<file path="src/rtl/ast_frame_arbiter_if.sv">
// Avalon-ST beat bundle: data plus sop/eop qualifiers with a ready-latency-0 handshake.
interface ast_frame_arbiter_if #(
  parameter int unsigned DATA_WIDTH = 8
);
  logic [DATA_WIDTH-1:0] data;
  logic                  valid;
  logic                  startofpacket;
  logic                  endofpacket;
  logic                  ready;

  // Stream producer.
  modport master (
    output data,
    output valid,
    output startofpacket,
    output endofpacket,
    input  ready
  );

  // Stream consumer.
  modport slave (
    input  data,
    input  valid,
    input  startofpacket,
    input  endofpacket,
    output ready
  );
endinterface

</file>
<file path="src/rtl/ast_frame_arbiter.sv">
// Frame-granular round-robin arbiter sharing one Avalon-ST video sink between two sources.
// A frame is any run of packets closed by a video (type 0x0) packet, so control packets stay
// glued to their video packet. Disabled sources can be flushed; frame and drop counts are kept.
module ast_frame_arbiter #(
  parameter int unsigned DATA_WIDTH = 8
) (
  input  logic                       clock,
  input  logic                       reset,
  ast_frame_arbiter_if.slave         in0,
  ast_frame_arbiter_if.slave         in1,
  ast_frame_arbiter_if.master        dout,
  input  logic [1:0]                 src_enable,
  input  logic                       flush_disabled,
  output logic [1:0]                 active_src,
  output logic [15:0]                frame_count0,
  output logic [15:0]                frame_count1,
  output logic [15:0]                drop_count
);

  typedef enum logic [0:0] {StIdle, StPass} state_e;

  state_e                state_q, state_d;
  logic                  src_q, src_d;
  logic                  last_q, last_d;
  logic [3:0]            ptype_q, ptype_d;
  logic [DATA_WIDTH-1:0] dout_data_q, dout_data_d;
  logic                  dout_valid_q, dout_valid_d;
  logic                  dout_sop_q, dout_sop_d;
  logic                  dout_eop_q, dout_eop_d;
  logic [15:0]           fc0_q, fc0_d;
  logic [15:0]           fc1_q, fc1_d;
  logic [15:0]           drop_q, drop_d;

  logic [1:0]            in_valid, in_sop, in_eop, in_ready;
  logic [DATA_WIDTH-1:0] in_data [2];
  logic [1:0]            eligible, accept, drop, granted_mask;
  logic                  out_free, fwd, pref;
  logic [3:0]            beat_type;
  logic [16:0]           drop_sum;

  assign in_valid   = {in1.valid, in0.valid};
  assign in_sop     = {in1.startofpacket, in0.startofpacket};
  assign in_eop     = {in1.endofpacket, in0.endofpacket};
  assign in_data[0] = in0.data;
  assign in_data[1] = in1.data;
  assign in0.ready  = in_ready[0];
  assign in1.ready  = in_ready[1];

  assign dout.data          = dout_data_q;
  assign dout.valid         = dout_valid_q;
  assign dout.startofpacket = dout_sop_q;
  assign dout.endofpacket   = dout_eop_q;

  assign frame_count0 = fc0_q;
  assign frame_count1 = fc1_q;
  assign drop_count   = drop_q;

  assign granted_mask = (state_q == StPass) ? (src_q ? 2'b10 : 2'b01) : 2'b00;
  assign active_src   = granted_mask;

  // Output register can take a beat when empty or draining this cycle.
  assign out_free = ~dout_valid_q | dout.ready;
  assign eligible = src_enable & in_valid & in_sop;
  assign pref     = ~last_q;

  // Ready generation: flush, desync recovery in IDLE, or pass-through for the granted source.
  // Ready never looks at in*_valid.
  always_comb begin
    in_ready = 2'b00;
    for (int i = 0; i < 2; i++) begin
      if (!src_enable[i] && flush_disabled && !granted_mask[i]) begin
        in_ready[i] = 1'b1;
      end else if (state_q == StIdle && src_enable[i] && !in_sop[i]) begin
        in_ready[i] = 1'b1;
      end else if (granted_mask[i]) begin
        in_ready[i] = out_free;
      end
    end
    if (reset) in_ready = 2'b00;
  end

  assign accept    = in_valid & in_ready;
  assign fwd       = (state_q == StPass) && accept[src_q];
  assign drop      = accept & ~granted_mask;
  // The sop beat itself defines the type when it is also the eop.
  assign beat_type = in_sop[src_q] ? in_data[src_q][3:0] : ptype_q;

  // Arbitration, pass-through and frame accounting.
  always_comb begin
    state_d      = state_q;
    src_d        = src_q;
    last_d       = last_q;
    ptype_d      = ptype_q;
    dout_data_d  = dout_data_q;
    dout_valid_d = dout_valid_q;
    dout_sop_d   = dout_sop_q;
    dout_eop_d   = dout_eop_q;
    fc0_d        = fc0_q;
    fc1_d        = fc1_q;

    unique case (state_q)
      StIdle: begin
        if (eligible[pref]) begin
          src_d   = pref;
          last_d  = pref;
          state_d = StPass;
        end else if (eligible[last_q]) begin
          src_d   = last_q;
          last_d  = last_q;
          state_d = StPass;
        end
      end
      StPass: begin
        if (fwd) begin
          if (in_sop[src_q]) ptype_d = in_data[src_q][3:0];
          if (in_eop[src_q] && beat_type == 4'h0) begin
            state_d = StIdle;
            if (src_q) fc1_d = fc1_q + 16'd1;
            else       fc0_d = fc0_q + 16'd1;
          end
        end
      end
      default: state_d = StIdle;
    endcase

    if (fwd) begin
      dout_data_d  = in_data[src_q];
      dout_valid_d = 1'b1;
      dout_sop_d   = in_sop[src_q];
      dout_eop_d   = in_eop[src_q];
    end else if (dout.ready) begin
      dout_valid_d = 1'b0;
    end
  end

  // Saturating drop counter; both sources may drop in the same cycle.
  always_comb begin
    drop_sum = {1'b0, drop_q} + 17'(drop[0]) + 17'(drop[1]);
    drop_d   = drop_sum[16] ? 16'hFFFF : drop_sum[15:0];
  end

  // State and counter registers with synchronous reset.
  always_ff @(posedge clock) begin
    if (reset) begin
      state_q      <= StIdle;
      src_q        <= 1'b0;
      last_q       <= 1'b1;
      ptype_q      <= 4'h0;
      dout_data_q  <= '0;
      dout_valid_q <= 1'b0;
      dout_sop_q   <= 1'b0;
      dout_eop_q   <= 1'b0;
      fc0_q        <= 16'd0;
      fc1_q        <= 16'd0;
      drop_q       <= 16'd0;
    end else begin
      state_q      <= state_d;
      src_q        <= src_d;
      last_q       <= last_d;
      ptype_q      <= ptype_d;
      dout_data_q  <= dout_data_d;
      dout_valid_q <= dout_valid_d;
      dout_sop_q   <= dout_sop_d;
      dout_eop_q   <= dout_eop_d;
      fc0_q        <= fc0_d;
      fc1_q        <= fc1_d;
      drop_q       <= drop_d;
    end
  end

endmodule

</file>
<file path="src/flat_wrapper.sv">
// flat-port wrapper written by rule: the top's interface ports become plain ports
module ast_frame_arbiter_flat 
#(
  parameter int unsigned DATA_WIDTH = 8
)
  (clock, reset, src_enable, flush_disabled, active_src, frame_count0, frame_count1, drop_count, in0_data, in0_valid, in0_startofpacket, in0_endofpacket, in0_ready, in1_data, in1_valid, in1_startofpacket, in1_endofpacket, in1_ready, dout_data, dout_valid, dout_startofpacket, dout_endofpacket, dout_ready);
  ast_frame_arbiter_if #(.DATA_WIDTH(DATA_WIDTH)) in0_i ();
  ast_frame_arbiter_if #(.DATA_WIDTH(DATA_WIDTH)) in1_i ();
  ast_frame_arbiter_if #(.DATA_WIDTH(DATA_WIDTH)) dout_i ();
  input  logic clock;
  input  logic reset;
  input  logic [1:0] src_enable;
  input  logic flush_disabled;
  output logic [1:0] active_src;
  output logic [15:0] frame_count0;
  output logic [15:0] frame_count1;
  output logic [15:0] drop_count;
  input wire logic [$bits(in0_i.data)-1:0] in0_data;
  input wire logic [$bits(in0_i.valid)-1:0] in0_valid;
  input wire logic [$bits(in0_i.startofpacket)-1:0] in0_startofpacket;
  input wire logic [$bits(in0_i.endofpacket)-1:0] in0_endofpacket;
  output wire logic [$bits(in0_i.ready)-1:0] in0_ready;
  input wire logic [$bits(in1_i.data)-1:0] in1_data;
  input wire logic [$bits(in1_i.valid)-1:0] in1_valid;
  input wire logic [$bits(in1_i.startofpacket)-1:0] in1_startofpacket;
  input wire logic [$bits(in1_i.endofpacket)-1:0] in1_endofpacket;
  output wire logic [$bits(in1_i.ready)-1:0] in1_ready;
  output wire logic [$bits(dout_i.data)-1:0] dout_data;
  output wire logic [$bits(dout_i.valid)-1:0] dout_valid;
  output wire logic [$bits(dout_i.startofpacket)-1:0] dout_startofpacket;
  output wire logic [$bits(dout_i.endofpacket)-1:0] dout_endofpacket;
  input wire logic [$bits(dout_i.ready)-1:0] dout_ready;
  assign in0_i.data = in0_data;
  assign in0_i.valid = in0_valid;
  assign in0_i.startofpacket = in0_startofpacket;
  assign in0_i.endofpacket = in0_endofpacket;
  assign in0_ready = in0_i.ready;
  assign in1_i.data = in1_data;
  assign in1_i.valid = in1_valid;
  assign in1_i.startofpacket = in1_startofpacket;
  assign in1_i.endofpacket = in1_endofpacket;
  assign in1_ready = in1_i.ready;
  assign dout_data = dout_i.data;
  assign dout_valid = dout_i.valid;
  assign dout_startofpacket = dout_i.startofpacket;
  assign dout_endofpacket = dout_i.endofpacket;
  assign dout_i.ready = dout_ready;
  ast_frame_arbiter #(.DATA_WIDTH(DATA_WIDTH)) u_core (.clock(clock), .reset(reset), .in0(in0_i), .in1(in1_i), .dout(dout_i), .src_enable(src_enable), .flush_disabled(flush_disabled), .active_src(active_src), .frame_count0(frame_count0), .frame_count1(frame_count1), .drop_count(drop_count));
endmodule
</file>
<file path="config.mk">
export PLATFORM = sky130hd
export DESIGN_NAME = ast_frame_arbiter_flat
export DESIGN_NICKNAME = d
export VERILOG_FILES = /design/src/rtl/ast_frame_arbiter_if.sv /design/src/rtl/ast_frame_arbiter.sv /design/src/flat_wrapper.sv
export SDC_FILE = /design/constraint.sdc
export NUM_CORES = 1
export LEC_CHECK = 0
export ABC_AREA = 1
export CORE_MARGIN = 5
export CORE_UTILIZATION = 54
export CTS_CLUSTER_DIAMETER = 200
export DETAILED_ROUTE_END_ITERATION = 10
export PLACE_DENSITY = 0.94
export RECOVER_POWER = 50
export SLEW_MARGIN = 20
export SYNTH_ARGS = -nofsm -noshare
export SYNTH_HDL_FRONTEND = slang
export SYNTH_SLANG_ARGS = --single-unit
</file>
<file path="constraint.sdc">
create_clock -name clock -period 4.1 [get_ports clock]
set_input_delay 0.615 -clock clock [delete_from_list [all_inputs] [get_ports clock]]
set_output_delay 0.615 -clock clock [all_outputs]
set_load 0.02 [all_outputs]
</file>
* Word level (Yosys, flattened, before mapping)
Index checks and enable logic that the tools add are counted.
** Storage, ports and cells
- Logic and storage cells :: 87
- Bits of input ports :: 28
- Bits in registers :: 66
** Cells by class
- Bitwise gates (word level) :: 11
- Magnitude comparators :: 4
- Add/subtract/negate cells :: 4
- Reductions and logical operators :: 24
- Multiplexer cells :: 33
** Operators with widths (count)
- adder 16 x 1 -> 16 bit (second input constant) :: 2
- 2-to-1 mux 1 bit :: 24
- 2-to-1 mux 8 bit :: 3
- adder 16 x 1 -> 17 bit :: 1
- adder 17 x 1 -> 17 bit :: 1
- 2-to-1 mux 16 bit :: 1
- logical AND 1 bit :: 10
- bitwise AND 2 bit :: 4
- AND reduction 4 bit :: 2
- logical NOT 1 bit :: 6
- < comparator 1 x 2 -> 1 bit (second input constant) :: 3
- 2-to-1 mux 2 bit :: 3
- AND reduction 2 bit :: 3
- logical NOT 4 bit :: 1
- 2-to-1 mux 4 bit :: 1
- NOT 1 bit :: 4
- nonzero test 2 bit :: 2
- >= comparator 2 bit (second input constant) :: 1
- NOT 1 -> 2 bit :: 1
- NOT 2 bit :: 1
- one-hot mux 1 bit (2 select lines) :: 1
- OR 1 bit :: 1

* Logic depth before layout (Yosys ltp)
- Depth in word-level cells :: 12
- Depth in mapped cells :: 21
- Mapped depth without buffers :: 20

* Worst setup path after synthesis
No wires, ideal clock.
- Path type :: reg2reg
- Start point :: register u_core.src_q
- End point :: register u_core.drop_q[12] (netlist: u_core.drop_count[12])
- Slack :: 1042 ps
- Library setup time :: 57 ps
- Required time :: 4043 ps
- Stages on the path, launching flop included :: 20
- Arrival time :: 3002 ps
- Cell sequence :: dfxtp_1 > buf_6 > nor2_1 > nand2_1 > nand3_1 > nand2_1 > inv_1 > nand3_1 > fa_1 > inv_1 > ha_1 > nand3_1 > nor2_1 > nand2_1 > nor3_1 > nand3_1 > clkbuf_1 > nand2_1 > nand2_1 > inv_1
** Between the ends
- Word-level cells in the longest chain between the ends :: 11
- Elaborated cells on any way between the ends :: 19
** RTL lines
- start: declaration :: line ast_frame_arbiter.sv:23 : logic src_q, src_d;
- start signal: assignment :: line ast_frame_arbiter.sv:158 : src_q <= src_d;
- 2-to-1 mux 2 bit * (2 in series) :: line ast_frame_arbiter.sv:58 : assign granted_mask = (state_q == StPass) ? (src_q ? 2'b10 : 2'b01) : 2'b00;
- via active_src[0] :: line flat_wrapper.sv:14 : output logic [1:0] active_src;
- 2-to-1 mux 1 bit or logical NOT 1 bit (tied branches) :: line ast_frame_arbiter.sv:75, ast_frame_arbiter.sv:71
- 2-to-1 mux 1 bit or logical AND 1 bit (tied branches) :: line ast_frame_arbiter.sv:73, ast_frame_arbiter.sv:71
- 2-to-1 mux 1 bit * :: line ast_frame_arbiter.sv:71 : if (!src_enable[i] && flush_disabled && !granted_mask[i]) begin
- 2-to-1 mux 2 bit * :: line ast_frame_arbiter.sv:79 : if (reset) in_ready = 2'b00;
- via in0_ready :: line flat_wrapper.sv:22 : output wire logic [$bits(in0_i.ready)-1:0] in0_ready;
- bitwise AND 2 bit * :: line ast_frame_arbiter.sv:82 : assign accept = in_valid & in_ready;
- bitwise AND 2 bit * :: line ast_frame_arbiter.sv:84 : assign drop = accept & ~granted_mask;
- adder 16 x 1 -> 17 bit * :: line ast_frame_arbiter.sv:138 : drop_sum = {1'b0, drop_q} + 17'(drop[0]) + 17'(drop[1]);
- adder 17 x 1 -> 17 bit * :: line ast_frame_arbiter.sv:138
- 2-to-1 mux 16 bit * :: line ast_frame_arbiter.sv:139 : drop_d = drop_sum[16] ? 16'hFFFF : drop_sum[15:0];
- end signal: assignment :: line ast_frame_arbiter.sv:167 : drop_q <= drop_d;
- end: declaration :: line ast_frame_arbiter.sv:32 : logic [15:0] drop_q, drop_d;
Mark *: on every way through the listed nets, which the timed path passes. The rest lies on a longest branch.
A chain may end at the register's enable or synchronous reset.

* Worst setup path after layout
- Start point :: register u_core.src_q
- End point :: register u_core.drop_q[15] (netlist: u_core.drop_count[15])
** Between the ends
- Word-level cells in the longest chain between the ends :: 11
- Elaborated cells on any way between the ends :: 19
** RTL lines (line)
- 2-to-1 mux 2 bit * (2 in series) :: ast_frame_arbiter.sv:58
- 2-to-1 mux 1 bit or logical NOT 1 bit (tied branches) :: ast_frame_arbiter.sv:75, ast_frame_arbiter.sv:71
- 2-to-1 mux 1 bit or logical AND 1 bit (tied branches) :: ast_frame_arbiter.sv:73, ast_frame_arbiter.sv:71
- 2-to-1 mux 1 bit :: ast_frame_arbiter.sv:71
- 2-to-1 mux 2 bit :: ast_frame_arbiter.sv:79
- bitwise AND 2 bit :: ast_frame_arbiter.sv:82
- bitwise AND 2 bit * :: ast_frame_arbiter.sv:84
- adder 16 x 1 -> 17 bit :: ast_frame_arbiter.sv:138
- adder 17 x 1 -> 17 bit * :: ast_frame_arbiter.sv:138
- 2-to-1 mux 16 bit * :: ast_frame_arbiter.sv:139
Mark *: on every way between the ends. The rest lies on a longest branch, timed or not.

==> results.toml <==
[power_and_ir_drop]
p_sw_uw = 329
p_leak_uw = 0.00208
clock_power_share_pct = 35.4
powerDensity_mw_per_mm2 = 264
intPower_uw = 922
peakVddDrop_mv = 0.184
comb_power_share_pct = 11.9
p_seq_share_pct = 52.7
sw_frac_of_total_pct = 26.3

[route]
avgRoutedWirePerCell_um = 14.1
dr.max_layer_used = "met4"
drt_pre_antenna_iters = 7
vias = 3793
wl_um = 9730
wl_met2_um = 4970
drc_errors = 0
via_per_inst = 5.49
met3WireLength_um = 533
dr.first_iter.drc_count = 219
antenna_left = 0
drt-met1-wl_um = 3920

[critical_path]
cp_top_family = "simple AND/OR/NAND/NOR gates"
crit_path_frequent_cell = "nand3_1"
reg2reg_slack_ns = 0.51
critical_path_depth = 18
startpoint_type = "flip-flop"
reg2regPathDepth = 18
cp.arrival_ns = 3.87
worstSetupPathType = "flip-flop to flip-flop"
critPathCapture = "u_core.drop_count[15]"
r2r_start = "u_core.src_q"
crit_buf_inv = 4
required_ns = 4.38
crit_chain = "inv_2 -> nand2_1 -> nand3_1 -> nand3_1 -> nand2_1 -> inv_1 -> nand3_1 -> fa_1 -> inv_1 -> ha_1 -> nand3_1 -> nor2_1 -> nand2_1 -> nor3_1 -> nand3_1 -> nand3_1 -> nand2_1 -> inv_1"
crit_start = "u_core.src_q"
cp_max_fo = 15
end_kind = "flip-flop"
reg2reg_to = "u_core.drop_count[15]"
slowest_stage = "dfxtp_1"
max_stage_delay_ns = 0.72

[logic_synthesis]
ys_types = 29
synth_nets = 557
synth-seq-cells = 66
yosys.area_share.simple_pct = 35.4
synthCells = 525
synth.avg_cell_area_um2 = 7.02
synth_area_mm2 = 0.00368
synth-xor-area-share_pct = 7.37
seq_area_frac_synth_pct = 35.9
synth-compound-area-share_pct = 11.1
yosys_warnings = 0
synth_top_family_by_area = "simple AND/OR/NAND/NOR gates"
synth_fa_ha_area_share_pct = 1.56
synth_mux_area_share_pct = 0

[cells_and_area]
drive_gt1_share_pct = 5.56
design_area_mm2 = 0.00473
n_antenna_cell = 0
syn_to_final_growth_pct = 28.3
fin_cells = 691
fin_nets = 639

[clock_tree]
root_buffer = "clkbuf_8"
holdBufCountCts = 0
clk_latency_ns = 0.33
cts_max_level = 3
cts.path.max_buffers = 2
ctsResizeCount = 0
cts_setup_buffers = 0
numCtsBuffers = 9
cts_tree = "built"
cts.clk_slew.worst_paths_ns = 0.07
cts.sinks = 66

[timing]
finalSetupViolCount = 0
skew_ns = 0.00730
min_period_ns = 3.59
rsz0062_at_grt = "no"
fmax_mhz = 278
hold_slack_ns = 0.492
setup-tns-final_ns = 0
fin_ws_ns = 0.507
relSlewSlack_pct = -28.5
tightestPinTransition_ns = 1.93
finalHoldViolCount = 0
maxSlewViolCount = 45
fin_crit_sh_pct = 87.6

[outcome]
status = "finished, violations left"
violations = "capacitance limit, slew limit"

[placed_design]
hpwl_um = 7250
port_buffers = 90
pre_cts_slack_ns = 0.401
place_area_mm2 = 0.00458
dp_cells = 676
routabilityCongestion = 0.869

[die]
core_mm2 = 0.00672
initial_core_util_pct = 54.8
dieWidth_um = 92.6
rows = 30
ioPinCount = 91
dieArea_mm2 = 0.00858
die_h_um = 92.6

[global_routing]
grt_max_degree = 45
grt_pass1_wl_um = 16000
grt_pass1_vias = 3517
antenna_found_initial = 0
grt.overflow.total = 0
grt_usage_pct = 22.9

[job]
cap_viol_max_count = 1

[min_path]
hp-class = "flip-flop to flip-flop"
-- power by group through the flow --
stage | clock network (µW) | registers (µW) | logic [µW]
finish | 442 | 659 | 149
global route | 475 | 660 | 162
CTS | 447 | 659 | 151
detailed placement | 0 | 674 | 151
global placement | 0 | 673 | 147
floorplan | 0 | 674 | 93.9
-- state kept, by name (all words and copies together) (netlist names) --
register / flops
u_core.ptype_q: 4
u_core.frame_count0: 16
u_core.src_q: 1
u_core.frame_count1: 16
u_core.dout.data: 8
u_core.drop_count: 16
u_core.dout.valid: 1
u_core.dout.endofpacket: 1
u_core.last_q: 1
u_core.dout.startofpacket: 1
u_core.state_q: 1
-- Yosys cell counts --
cell type,count,area (µm²)
nand4_1,21,131
nand2_1,127,477
and2_1,2,12.5
clkbuf_2,1,5.00
nand3_2,1,10.0
dfxtp_1,66,1320
a211oi_1,1,7.51
nand3_4,2,35.0
xnor2_1,11,96.3
fa_1,1,20.0
ha_1,3,37.5
clkbuf_1,9,33.8
inv_1,49,184
nor2_1,40,150
buf_6,4,45.0
buf_4,2,15.0
nand2_4,4,45.0
xor2_1,20,175
nor3_4,1,16.3
nor3_1,10,50.1
nor2_4,1,11.3
inv_2,1,3.75
nand3b_1,10,75.1
nand3_1,47,235
o211a_1,5,50.1
o21ai_0,19,95.1
a21oi_1,51,255
nand2_2,9,56.3
buf_2,7,35.0
-- cell type report --
| class | count | area (µm²) |
|---|---|---|
| flip-flops and latches | 66 | 1320 |
| fillers | 539 | 1990 |
| multi-input cells | 386 | 2040 |
| inverters | 50 | 188 |
| clock buffers | 11 | 131 |
| clock inverters | 4 | 20.0 |
| repair buffers | 94 | 927 |
| well taps | 80 | 100 |
-- per-stage QoR --
stage | power [µW] | util (%)
2_1_floorplan | 768 | -
3_5_place_dp | 824 | 68.2
3_3_place_gp | 820 | 68.2
6_report | 1250 | 70.4
5_1_grt | 1300 | 70.4
4_1_cts | 1260 | 70.4
-- placed cells by master (no fill, tap or decap) --
cell type and count:
nand2_1 128, dfxtp_1 66, dlygate4sd3_1 61, a21oi_1 51, inv_1 49, nand3_1 47, nor2_1 40, clkdlybuf4s50_1 29
nand4_1 21, xor2_1 20, o21ai_0 19, xnor2_1 11, nand3b_1 10, nor3_1 10, clkbuf_8 9, nand2_2 8
o211a_1 5, nand2_4 4, clkinv_2 4, ha_1 3, clkbuf_1 3, buf_4 3, nand3_4 2, and2_1 2
inv_2 1, nor2_4 1, nand3_2 1, nor3_4 1, a211oi_1 1, fa_1 1
-- worst reg2reg max path: cells and delay by family, from the launching register on --
kind | cells | cell delay (ns)
buffers and inverters | 4 | 0.49
DFF | 1 | 0.72
adders and majority gates | 2 | 0.55
and+or+nand+nor | 12 | 1.79
-- worst min-delay path by stage --
stage	start	end	slack (ns)	cells past startpoint
floorplan	u_core.last_q	u_core.last_q	0.46	2
global placement	u_core.frame_count0[15]	u_core.frame_count0[15]	0.47	2
detailed placement	u_core.dout.data[7]	u_core.dout.data[7]	0.49	1
CTS	u_core.dout.data[7]	u_core.dout.data[7]	0.50	1
global route	u_core.dout.data[7]	u_core.dout.data[7]	0.52	1
finish	u_core.dout.data[7]	u_core.dout.data[7]	0.49	1
-- cells by family after synthesis --
group / count (synthesis)
AOI/OAI and AO/OA: 76
and+or+nand+nor: 275
DFF: 66
buffers and inverters: 73
adders and majority gates: 4
xor gates and xnor gates: 31
-- per-layer routing --
metal	vias to the layer above	global-route usage (%)
li1	1880	-
met1	1765	25.8
met2	123	40.7
met3	25	4.79
met4	0	11.3
met5	-	0
(Power assumes the default switching activity.)
